**config.mk**
```make
export PLATFORM = sky130hd
export DESIGN_NAME = wb_write_queue
export DESIGN_NICKNAME = d
export VERILOG_FILES = /design/src/rtl/wb_write_queue.sv
export SDC_FILE = /design/constraint.sdc
export NUM_CORES = 1
export LEC_CHECK = 0
export CAP_MARGIN = 25
export CELL_PAD_IN_SITES_DETAIL_PLACEMENT = 0
export CELL_PAD_IN_SITES_GLOBAL_PLACEMENT = 2
export CORE_ASPECT_RATIO = 1.25
export CORE_MARGIN = 1
export CORE_UTILIZATION = 39
export CTS_CLUSTER_DIAMETER = 30
export DETAILED_ROUTE_END_ITERATION = 8
export GPL_ROUTABILITY_DRIVEN = 0
export GPL_TIMING_DRIVEN = 0
export PLACE_DENSITY = 0.86
export SLEW_MARGIN = 25
export SYNTH_ARGS = -nofsm -noshare
export SYNTH_HDL_FRONTEND = slang
export SYNTH_SLANG_ARGS = --single-unit
```
**constraint.sdc**
```tcl
create_clock -name clk -period 5.3 [get_ports clk]
set_input_delay 0.53 -clock clk [delete_from_list [all_inputs] [get_ports clk]]
set_output_delay 0.53 -clock clk [all_outputs]
set_load 0.02 [all_outputs]
```
**src/rtl/wb_write_queue.sv**
```systemverilog
// Writeback queue in front of the register file write port.
// Buffers up to DEPTH results while the port is stalled. Issues at most one
// write per cycle. Decode can look up pending results by register index.
module wb_write_queue #(
  parameter int DATA_W = 32,
  parameter int ADDR_W = 4,
  parameter int DEPTH  = 4,
  parameter int PC_IDX = 15
) (
  input  logic                        clk,
  input  logic                        rst,
  input  logic                        in_valid,
  output logic                        in_ready,
  input  logic [ADDR_W-1:0]           in_dest,
  input  logic [DATA_W-1:0]           in_data,
  input  logic                        wb_stall,
  input  logic                        flush,
  output logic                        wb_en,
  output logic [ADDR_W-1:0]           wb_dest,
  output logic [DATA_W-1:0]           wb_data,
  input  logic [ADDR_W-1:0]           src1,
  input  logic [ADDR_W-1:0]           src2,
  output logic                        hit1,
  output logic                        hit2,
  output logic [DATA_W-1:0]           fwd1,
  output logic [DATA_W-1:0]           fwd2,
  output logic [$clog2(DEPTH):0]      count,
  output logic                        pc_drop
);
  localparam int PW = $clog2(DEPTH);
  localparam int CW = PW + 1;
  localparam logic [CW-1:0]     FULL_CNT = CW'(DEPTH);
  localparam logic [ADDR_W-1:0] PC_A     = ADDR_W'(PC_IDX);

  logic [DEPTH-1:0][ADDR_W-1:0] dest_q;
  logic [DEPTH-1:0][DATA_W-1:0] data_q;
  logic [DEPTH-1:0]             vld_q;
  logic [PW-1:0]                wptr, rptr, idx;
  logic                         full, empty, enq_fire, enq_store, deq;

  assign full      = (count == FULL_CNT);
  assign empty     = (count == '0);
  assign in_ready  = !full;
  // The PC is not held in the file, so a write to it is taken but never stored.
  assign enq_fire  = in_valid && in_ready && !flush;
  assign enq_store = enq_fire && (in_dest != PC_A);
  assign wb_en     = !empty && !wb_stall;
  assign deq       = wb_en;
  assign wb_dest   = empty ? '0 : dest_q[rptr];
  assign wb_data   = empty ? '0 : data_q[rptr];

  // Queue state. A flush still lets the head write go out this cycle, because
  // wb_en comes from the state before the flush. It then empties the queue.
  always_ff @(posedge clk or posedge rst) begin
    if (rst) begin
      dest_q  <= '0;
      data_q  <= '0;
      vld_q   <= '0;
      wptr    <= '0;
      rptr    <= '0;
      count   <= '0;
      pc_drop <= 1'b0;
    end else begin
      pc_drop <= enq_fire && (in_dest == PC_A);
      if (flush) begin
        vld_q <= '0;
        wptr  <= '0;
        rptr  <= '0;
        count <= '0;
      end else begin
        if (enq_store) begin
          dest_q[wptr] <= in_dest;
          data_q[wptr] <= in_data;
          vld_q[wptr]  <= 1'b1;
          wptr         <= wptr + 1'b1;
        end
        if (deq) begin
          vld_q[rptr] <= 1'b0;
          rptr        <= rptr + 1'b1;
        end
        case ({enq_store, deq})
          2'b10:   count <= count + 1'b1;
          2'b01:   count <= count - 1'b1;
          default: count <= count;
        endcase
      end
    end
  end

  // Forwarding lookup. Entries are visited from oldest (rptr) to newest, so
  // the last match found is the newest one. The head still hits while it is
  // being written.
  always_comb begin
    hit1 = 1'b0;
    hit2 = 1'b0;
    fwd1 = '0;
    fwd2 = '0;
    idx  = '0;
    for (int k = 0; k < DEPTH; k++) begin
      idx = rptr + PW'(k);
      if (vld_q[idx] && dest_q[idx] == src1 && src1 != PC_A) begin
        hit1 = 1'b1;
        fwd1 = data_q[idx];
      end
      if (vld_q[idx] && dest_q[idx] == src2 && src2 != PC_A) begin
        hit2 = 1'b1;
        fwd2 = data_q[idx];
      end
    end
  end
endmodule

```
Yosys cells after proc, flatten, opt, wreduce, memory -nomap -nowiden
Cells that the tools add are included.

word-level totals
  bits in registers = 156
  logic and storage cells = 139
  output and inout port bits = 108

operators by class
  equal/unequal tests = 15
  muxes and demuxes = 62
  reduce and logical (&&, ||, !) cells = 32
  bitwise gates (word level) = 4
  add/sub/neg operators = 6
  magnitude comparators = 7

operator list
  kind                                                                                 count
  32-bit 2-to-1 mux                                                                    14
  32-bit binary-select mux with 2-bit select                                           4
  128-bit bitwise mux                                                                  1
  32-bit demux with 2-bit select                                                       1
  4-bit 2-to-1 mux                                                                     10
  4-bit binary-select mux with 2-bit select                                            4
  4-bit equality test                                                                  8
  1-bit logical AND                                                                    23
  16-bit bitwise mux                                                                   1
  2-bit by 3-bit < comparator with 1-bit output, second input constant                 5
  1-bit 2-to-1 mux                                                                     14
  4-bit != test, second input constant                                                 3
  1-bit binary-select mux with 2-bit select                                            4
  4-bit demux with 2-bit select                                                        1
  2-bit 2-to-1 mux                                                                     4
  3-bit one-hot mux with 2 select lines                                                1
  2-bit by 1-bit adder with 2-bit output, second input constant                        2
  2-bit adder, second input constant                                                   2
  4-bit AND                                                                            1
  1-bit demux with 2-bit select                                                        2
  4-bit equality test, second input constant                                           1
  2-bit by 1-bit greater-or-equal comparator with 1-bit output, second input constant  2
  1-bit zero test                                                                      4
  4-bit NOT                                                                            1
  other kinds (12)                                                                     13

Logic depth before layout (Yosys ltp)
Gate-level depths: netlist of run 1.

  depth after elaboration = 10
  mapped depth = 17

Least setup slack after synthesis of run 1
OpenSTA, ideal clock, no wires.

  path type = register to output
  from = register rptr[0]
  to = output fwd2[11]
  required time = 4.770 ns
  cell stages (with the launch flop) = 16
  slack = 0.905 ns
  data arrival time = 3.865 ns
  path through = dfrtp_1 -> buf_6 -> buf_12 -> buf_12 -> buf_2 -> buf_2 -> inv_1 -> ha_1 -> mux4_1 -> xnor2_1 -> and3_1 -> buf_2 -> and2_1 -> buf_2 -> o41a_1 -> o221ai_1

between the ends
  longest elaborated chain between the ends = 9

ends and longest elaborated chain
  element                                                                                                     RTL line  RTL
  start, declared                                                                                             38        logic [PW-1:0] wptr, rptr, idx;
  start signal, assigned                                                                                      79        rptr <= rptr + 1'b1;
  2-bit by 1-bit adder with 2-bit output / 4-bit binary-select mux with 2-bit select (equally long branches)  100, 105
  4-bit binary-select mux with 2-bit select / 4-bit 2-to-1 mux (equally long branches)                        105       if (vld_q[idx] && dest_q[idx] == src2 && src2 != PC_A) begin
  4-bit 2-to-1 mux (implied by the code) / 4-bit equality test (equally long branches)                        105
  4-bit equality test / 1-bit logical AND (equally long branches)                                             105
  1-bit logical AND                                                                                           105
  1-bit logical AND / 32-bit 2-to-1 mux (equally long branches)                                               105
  32-bit 2-to-1 mux (2 in a row)                                                                              105
  32-bit 2-to-1 mux *                                                                                         105
  end, declared                                                                                               26        output logic [DATA_W-1:0] fwd2,

Every way passes the cells marked *; elsewhere a longest branch is shown, timed or not. The select of a mux whose other input is x is not followed.

Worst setup path in the final report of run 1
  from = register rptr[0]
  to = output fwd2[5]

The elaborated chain is that of the path after synthesis.

==> metrics.yaml, run 1 <==
drive_above_1_share_pct: 38.7
syn_area_um2: 12400
layout-area-overhead-vs-synth_pct: 20.9
pre_cts_slack_ns: -0.928
cts_sinks: 156
grt_pass1_wl_um: 63500
grt_max_degree: 93
cts_hold_buf: 0
path_max_fanout: 10
vias_per_cell: 6.44
hp-class: "input port to asynchronous set/reset pin"
grt_setup_unrepaired: "no"
cts_made_buffers: 17
drv_cap: 0
r2r_start: "count[0]"
status: "finished clean"
leakage_nw: 6.05
worstMarginPinSlew_ns: 0.994
diodes: 0
synth_fp_nets: 1049
p_int_mw: 4.90
fmax_ghz: 0.194
drc: 0
route.vias.total: 10200
dr.pass1.iters: 5
min_period_over_period_pct: 97.2
critPathRequiredTime_ns: 4.77
grt_usage_pct: 26.3
core_um2: 31200
crit_path_end_kind: "output pin"
vdd_ir_drop_max_uv: 267
yosys_register_bits: 156
clk_path_buf_depth: 2
hold_viol_final: 0
htree_levels: 4
dpl_cell_area_um2: 14500
synth_warnings: 0
rows: 72
start_util_pct: 39.9
worstPathArrival_ns: 4.62
detail_route.wl_per_cell_um: 26.6
die-area_um2: 32600
async_reset_ff_share_pct: 100
wl_um: 42000
critPathLaunch: "rptr[0]"
maxSlewHeadroom_pct: 33.7
synth_cell_type_count: 51
slew_viol_final: 0
io_pins: 157
layout_setup_ws_ns: 0.149
grt_pass1_vias: 10300
grt-ovfl-total: 0
synth.most_common_cell: "dfrtp_1"
period_minus_slack_ns: 5.15
seqPwrFrac_pct: 28.5
clk_latency_ns: 0.44
synth_top_area_share_pct: 31.4
ctsRootBufferMaster: "clkbuf_16"
drt_iter0_drc: 758
synth-main-ff-cell: "dfrtp_1"
ys_top_cells_by_count: "dfrtp_1 (156), mux2_2 (146), mux4_2 (144)"
die_w_um: 162
setup.worst_path.start_class: "flip-flop"
ant_nets: 0
setup_viol: 0
tritoncts: "built"
nets: 1217
skew_ns: 0.00623
path_clk_slew_ns: 0.06
die_h_um: 202
syn_inst: 991
path_class: "flip-flop to output pin"
synth.area.top_cells: "dfrtp_1 (31%), mux4_2 (26%), mux2_2 (13%)"
clock_power_share_pct: 14.4
total_power_mw: 8.36
antenna_found_initial: 0
portBuffers: 148
power_switching_mw: 3.47
swShare_pct: 41.4
synth-seq-area-share_pct: 31.4
synth_top_cell_by_area: "dfrtp_1"
final_cell_area_um2: 15100
hpwl_um: 30400
comb_power_share_pct: 57.1
synth_edf_count: 0
p_per_area_nw_per_um2: 556
avgSynthCellArea_um2: 12.6
stage by stage:
step | setup TNS (ns) | util, % | std cells | hold WS (ns)
after floorplan | 0 | - | 991 | 0.523
after CTS | 0 | 48.4 | 1577 | 0.540
after detailed placement | -47.56 | 46.4 | 1547 | 0.559
after global placement | -282.79 | 46.3 | 1546 | 0.541
after global routing | 0 | 48.3 | 1577 | 0.593
final | 0 | 48.3 | 1577 | 0.535
layer usage:
metal  vias up  track usage [%]  share of wire (%)
met5         -                0                  0
met1      5239             33.6                 39
met3        94             4.97                8.6
met4         0             10.7                3.3
li1       4274                -                  -
met2       546             43.7                 49
path summary, 6_finish.rpt:
path / endpoint / slack, ns / depth (start not counted)
min in group clk: data_q[62] / 0.57 / 1
worst min register to register: data_q[62] / 0.57 / 1
max in group asynchronous: dest_q[4] / 3.91 / 3
worst max register to register: data_q[48] / 2.09 / 6
worst max-delay path: fwd2[5] / 0.15 / 17
worst min-delay path: data_q[105] / 0.53 / 2
sequential cells by signal, summed over array words and instances (netlist names):
signal	count
count	3
data_q	128
dest_q	16
pc_drop	1
rptr	2
vld_q	4
wptr	2
area by class of cell:
cell class,instances,area [um2]
Tap cell,407,509
Inverter,41,161
Buffer,103,627
Timing Repair Buffer,153,1410
Fill cell,2905,16100
Clock inverter,11,123
Clock buffer,19,443
Multi-Input combinational cell,687,7880
Sequential cell,156,3900
timing repair:
item	4_1_cts	5_1_grt
pin swaps	3	2
resized for setup	112	41
buffers inserted	4	0
setup endpoints to repair	66	64
critical path, cell delays in order, from the launching register on:
cell and delay, ns:
dfrtp_1 0.39, buf_6 0.16, buf_12 0.15, buf_12 0.14, buf_6 0.18, buf_8 0.19
inv_1 0.13, ha_4 0.32, mux4_2 0.56, xnor2_1 0.22, and3_1 0.19, buf_4 0.22
and2_1 0.15, buf_4 0.19, buf_6 0.21, mux2i_1 0.09, o221ai_1 0.29, dlygate4sd2_1 0.39
cells by family (layout without fill, tap and decap cells):
| family | Yosys count | in the layout | synth area share [%] |
|---|---|---|---|
| XOR/XNOR | 34 | 34 | 2.39 |
| adder cells (fa/ha/maj) | 9 | 9 | 0.965 |
| buffers and inverters | 148 | 327 | 5.82 |
| AO/OA/AOI/OAI | 150 | 150 | 11.9 |
| flip-flops | 156 | 156 | 31.4 |
| multiplexers | 296 | 296 | 40.1 |
| AND/OR/NAND/NOR | 198 | 198 | 7.38 |
cell usage in the layout, fill, tap and decap left out, types with 4 or more instances in the layout:
cell	count
o31ai_2	11
clkbuf_1	33
o21ai_1	9
nor2b_1	4
clkdlybuf4s50_1	82
ha_1	7
mux2_2	146
o221ai_1	7
o41a_1	8
and2_1	16
o221a_1	32
o31ai_1	4
buf_4	10
o2111ai_1	32
nand2_1	66
inv_1	40
clkbuf_16	17
xor2_1	10
a221oi_2	12
xnor2_1	21
dlygate4sd2_1	49
nand4_1	4
buf_6	15
buf_2	37
nor2_1	56
a221oi_1	15
o21bai_1	9
clkinvlp_4	4
clkbuf_2	20
dfrtp_1	156
nor3_1	4
nand3_1	33
mux4_2	146
power groups by stage:
stage / Clock, mW / Sequential [mW] / Combinational (mW)
2_1_floorplan: 0 / 2.16 / 3.47
3_3_place_gp: 0 / 2.32 / 4.66
3_5_place_dp: 0 / 2.38 / 4.70
4_1_cts: 1.22 / 2.36 / 4.76
5_1_grt: 1.26 / 2.47 / 5.06
6_report: 1.20 / 2.38 / 4.78
(Power assumes the default switching activity.)
==> run 2, diff against run 1 <==
--- a/config.mk
+++ b/config.mk
@@ -15,6 +15,7 @@
 export DETAILED_ROUTE_END_ITERATION = 8
 export GPL_ROUTABILITY_DRIVEN = 0
 export GPL_TIMING_DRIVEN = 0
+export MAX_ROUTING_LAYER = met4
 export PLACE_DENSITY = 0.86
 export SLEW_MARGIN = 25
 export SYNTH_ARGS = -nofsm -noshare
==> run 2 against run 1 <==
Hold slack got worse by 0.0039 ns. Combinational power hardly changed. Design area did not move. First-iteration DRC count is 5.9% higher. Wire length rose by 0.47%. Clock power hardly changed. Clock skew up 0.0018 ns. Critical path depth stayed put. Sequential share of layout area unchanged. Highest routed layer unchanged.
==> metrics.yaml, run 2 (synthesis gave the netlist of run 1 again) <==
status: "finished clean"
path_class: "flip-flop to output pin"
total_power_mw: 8.37
hp-class: "input port to asynchronous set/reset pin"
wl_um: 42200
fmax_ghz: 0.195
cts_made_buffers: 17
reg_top3: "data_q (128), dest_q (16), vld_q (4)"
drive_above_1_share_pct: 38.7
clock_power_share_pct: 14.4
vias_per_cell: 6.44
power_switching_mw: 3.47
clk_path_buf_depth: 2
worstMarginPinSlew_ns: 0.988
htree_levels: 4
p_per_area_nw_per_um2: 556
setup_tns_ns: 0
regToRegEndpoint: "data_q[48]"
leakage_nw: 6.05
grt_pass1_wl_um: 63500
core_um2: 31200
setup.worst_path.start_class: "flip-flop"
dr.pass1.iters: 5
path_clk_slew_ns: 0.06
skew_ns: 0.00803
p_int_mw: 4.90
clk_latency_ns: 0.45
vdd_ir_drop_max_uv: 268
drv_cap: 0
antenna_found_initial: 0
ant_nets: 0
min_period_over_period_pct: 96.8
grt_usage_pct: 27.1
comb_power_share_pct: 57.1
grt_max_degree: 93
crit_path_end_kind: "output pin"
grt_setup_unrepaired: "no"
die_w_um: 162
r2r_cells: 6
slew_viol_final: 0
tritoncts: "built"
rows: 72
r2r_start: "count[0]"
maxSlewHeadroom_pct: 34.1
portBuffers: 148
dpl_cell_area_um2: 14500
path_max_fanout: 10
die_h_um: 202
period_minus_slack_ns: 5.13
seqPwrFrac_pct: 28.5
layout-area-overhead-vs-synth_pct: 20.9
cp-endpoint: "fwd2[5]"
diodes: 0
regToRegSetupSlack_ns: 2.10
final_util_pct: 48.3
critPathRequiredTime_ns: 4.77
ctsRootBufferMaster: "clkbuf_16"
final_common_cell: "dfrtp_1"
setup_viol: 0
drt_iter0_drc: 803
swShare_pct: 41.5
grt-ovfl-total: 0
detail_route.wl_per_cell_um: 26.7
drc: 0
io_pins: 157
hold_viol_final: 0
top_register: "data_q"
fin_hold_ws_ns: 0.531
nets: 1217
largest_reg_flops: 128
grt_pass1_vias: 10300
start_util_pct: 39.9
hpwl_um: 30400
final_cell_area_um2: 15100
cts_sinks: 156
pre_cts_slack_ns: -0.928
die-area_um2: 32600
final_cells: 1577
route.vias.total: 10200
critPathLaunch: "rptr[0]"
layout_setup_ws_ns: 0.169
worstPathArrival_ns: 4.60
placed_cells: 1547
final_cell_mix: "dfrtp_1 (156), mux2_2 (146), mux4_2 (146)"
## run 2: cell counts in the layout (fill, tap and decap cells not counted)
No cell type changed its count.
## run 2: metal layers
| metal | global-route usage [%] | up-vias | part of all wire, % |
|---|---|---|---|
| li1 | - | 4263 | - |
| met1 | 33.8 | 5297 | 40 |
| met2 | 43.8 | 513 | 49 |
| met3 | 4.70 | 85 | 7.4 |
| met4 | 10.6 | 0 | 3.2 |
| met5 | - | - | 0 |
## run 2: cell type report
class / count / area, um2
fillers: 2905 / 16100
multi-input cells: 687 / 7880
flip-flops and latches: 156 / 3900
repair buffers: 153 / 1410
plain buffers: 103 / 627
well taps: 407 / 509
clock buffers: 19 / 443
inverters: 41 / 161
clock inverters: 11 / 123
## run 2: power by group through the flow
stage                     sequential [mW]  clock (mW)  combinational (mW)
after floorplan                      2.16           0                3.47
after global placement               2.32           0                4.66
after detailed placement             2.38           0                4.70
after CTS                            2.36        1.22                4.76
after global routing                 2.47        1.26                5.06
final                                2.38        1.21                4.78
## run 2: worst max-delay path, stage by stage, from the launching register on
cell and delay (ns):
dfrtp_1 0.39, buf_6 0.16, buf_12 0.15, buf_12 0.14, buf_6 0.18, buf_8 0.19, inv_1 0.13, ha_4 0.32
mux4_2 0.56, xnor2_1 0.22, and3_1 0.19, buf_4 0.23, and2_1 0.15, buf_4 0.19, buf_6 0.20, mux2i_1 0.09
o221ai_1 0.27, dlygate4sd2_1 0.39
## run 2: how the worst min path moves through the flow
stage,from,end,depth (start not counted)
floorplan,dest_q[12],dest_q[12],1
global placement,data_q[29],data_q[29],1
detailed placement,data_q[62],data_q[62],1
CTS,rst,data_q[105],2
global route,rst,data_q[105],2
finish,rst,data_q[105],2
## run 2: timing repair
action / in CTS / in global routing
endpoints found under the setup margin: 66 / 64
setup buffers: 4 / 0
hold buffers: 0 / 0
pin swaps: 3 / 2
gates resized for setup: 112 / 41
==> run 3, diff against run 2 <==
--- a/config.mk
+++ b/config.mk
@@ -11,6 +11,7 @@
 export CORE_ASPECT_RATIO = 1.25
 export CORE_MARGIN = 1
 export CORE_UTILIZATION = 39
+export CTS_BUF_LIST = sky130_fd_sc_hd__clkbuf_16
 export CTS_CLUSTER_DIAMETER = 30
 export DETAILED_ROUTE_END_ITERATION = 8
 export GPL_ROUTABILITY_DRIVEN = 0
==> run 3 against run 2 <==
Clock power about the same. Global-route usage about the same. Via count decreased by 0.64%. Critical path depth unchanged. Worst setup slack got worse by 0.018 ns. Core utilization decreased by 0.052 points. Register-to-register slack about the same. Die area unchanged. Largest cell class unchanged. Highest routed layer unchanged.
==> metrics.yaml, run 3 (synthesis gave the netlist of run 1 again) <==
core_um2: 31200
final_common_cell: "dfrtp_1"
grt-ovfl-total: 0
die-area_um2: 32600
fmax_ghz: 0.194
path_class: "flip-flop to output pin"
setup_viol: 0
hp-class: "input port to asynchronous set/reset pin"
worstPathArrival_ns: 4.62
grt_setup_unrepaired: "no"
leakage_nw: 6.05
vdd_ir_drop_max_uv: 267
final_cells: 1577
path_clk_slew_ns: 0.06
hold_viol_final: 0
largest_reg_flops: 128
swShare_pct: 41.6
grt_pass1_vias: 10300
path_max_fanout: 10
critPathRequiredTime_ns: 4.77
drive_above_1_share_pct: 38.6
top_register: "data_q"
setup.worst_path.start_class: "flip-flop"
cts_sinks: 156
rows: 72
comb_power_share_pct: 57.2
n_fill_cell: 2904
crit_path_end_kind: "output pin"
clk_path_buf_depth: 2
vias_per_cell: 6.40
ant_nets: 0
layout_setup_ws_ns: 0.152
ctsRootBufferMaster: "clkbuf_16"
htree_levels: 4
p_per_area_nw_per_um2: 555
grt_pass1_wl_um: 63600
status: "finished clean"
cts_made_buffers: 17
slew_viol_final: 0
skew_ns: 0.00610
nets: 1217
reg_top3: "data_q (128), dest_q (16), vld_q (4)"
route.vias.total: 10100
cts_hold_buf: 0
drc: 0
start_util_pct: 39.9
worstMarginPinSlew_ns: 0.993
grt_max_degree: 93
maxSlewHeadroom_pct: 33.8
multi_input_area_um2: 7880
p_int_mw: 4.88
dr.pass1.iters: 5
power_switching_mw: 3.47
io_pins: 157
antenna_found_initial: 0
die_w_um: 162
placed_cells: 1547
portBuffers: 148
clock_power_share_pct: 14.2
final_cell_mix: "dfrtp_1 (156), mux2_2 (146), mux4_2 (146)"
die_h_um: 202
pre_cts_slack_ns: -0.928
clk_latency_ns: 0.44
period_minus_slack_ns: 5.15
seqPwrFrac_pct: 28.5
grt_usage_pct: 27.2
tritoncts: "built"
layout-area-overhead-vs-synth_pct: 20.8
drt_iter0_drc: 774
drv_cap: 0
wl_um: 42200
hpwl_um: 30400
min_period_over_period_pct: 97.1
diodes: 0
detail_route.wl_per_cell_um: 26.7
ff_latch_area_um2: 3900
## run 3: changes by cell type in the layout (fill, tap and decap cells not counted), sizes merged
cell | previous run | this run
clkbuf | 74 | 72
buf | 68 | 69
inv | 41 | 42
clkinv | 5 | 6
clkdlybuf4s15 | 1 | 0
## run 3: power groups by stage
stage / Sequential, mW / Combinational (mW) / Clock, mW
floorplan: 2.16 / 3.47 / 0
global placement: 2.32 / 4.66 / 0
detailed placement: 2.38 / 4.70 / 0
CTS: 2.36 / 4.76 / 1.20
global route: 2.47 / 5.06 / 1.25
finish: 2.38 / 4.78 / 1.19
## run 3: critical path: stages (launching register included)
cell           delay [ns]
dfrtp_1              0.40
buf_6                0.17
buf_12               0.15
buf_12               0.14
buf_6                0.18
buf_8                0.19
inv_1                0.13
ha_4                 0.32
mux4_2               0.56
xnor2_1              0.23
and3_1               0.19
buf_4                0.22
and2_1               0.15
buf_4                0.19
buf_6                0.21
mux2i_1              0.09
o221ai_1             0.26
dlygate4sd2_1        0.39
## run 3: path summary, 6_finish.rpt
check | startpoint | to | slack, ns | cells after the start
max | rptr[0] | fwd2[5] | 0.15 | 17
min | rst | data_q[105] | 0.53 | 2
max reg2reg | rptr[0] | rptr[1] | 2.09 | 13
min reg2reg | data_q[62] | data_q[62] | 0.57 | 1
max in group asynchronous | rst | data_q[57] | 3.93 | 3
min in group clk | data_q[62] | data_q[62] | 0.57 | 1
## run 3: what timing repair did
action                                 CTS  global route
setup buffers                            4             0
pin swaps                                3             2
gates resized for setup                112            42
endpoints found under the hold margin    0             0
setup endpoints to repair               66            64
## run 3: per-stage QoR
step	utilization [%]	area (um2)	power [mW]	TNS [ns]	hold WS, ns
after floorplan	-	12400	5.63	0	0.523
after global placement	46.3	14400	6.97	-282.79	0.541
after detailed placement	46.4	14500	7.08	-47.56	0.559
after CTS	48.3	15100	8.32	0	0.540
after global routing	48.2	15000	8.78	0	0.592
final	48.2	15000	8.35	0	0.533
## run 3: per-layer routing
layer	vias to the layer above	routed length (um)	track usage, %
met4	0	1330	10.6
met5	-	0	-
met2	508	20800	43.7
met1	5237	16800	33.8
li1	4264	-	-
met3	84	3270	4.93
## run 3: layout make-up
| cell class | count | area share [%] |
|---|---|---|
| multi-input combinational | 687 | 52.4 |
| clock buffer | 17 | 2.83 |
| buffer | 103 | 4.17 |
| tap | 407 | 3.39 |
| timing repair buffer | 153 | 9.33 |
| inverter | 41 | 1.07 |
| sequential | 156 | 26.0 |
| clock inverter | 13 | 0.865 |
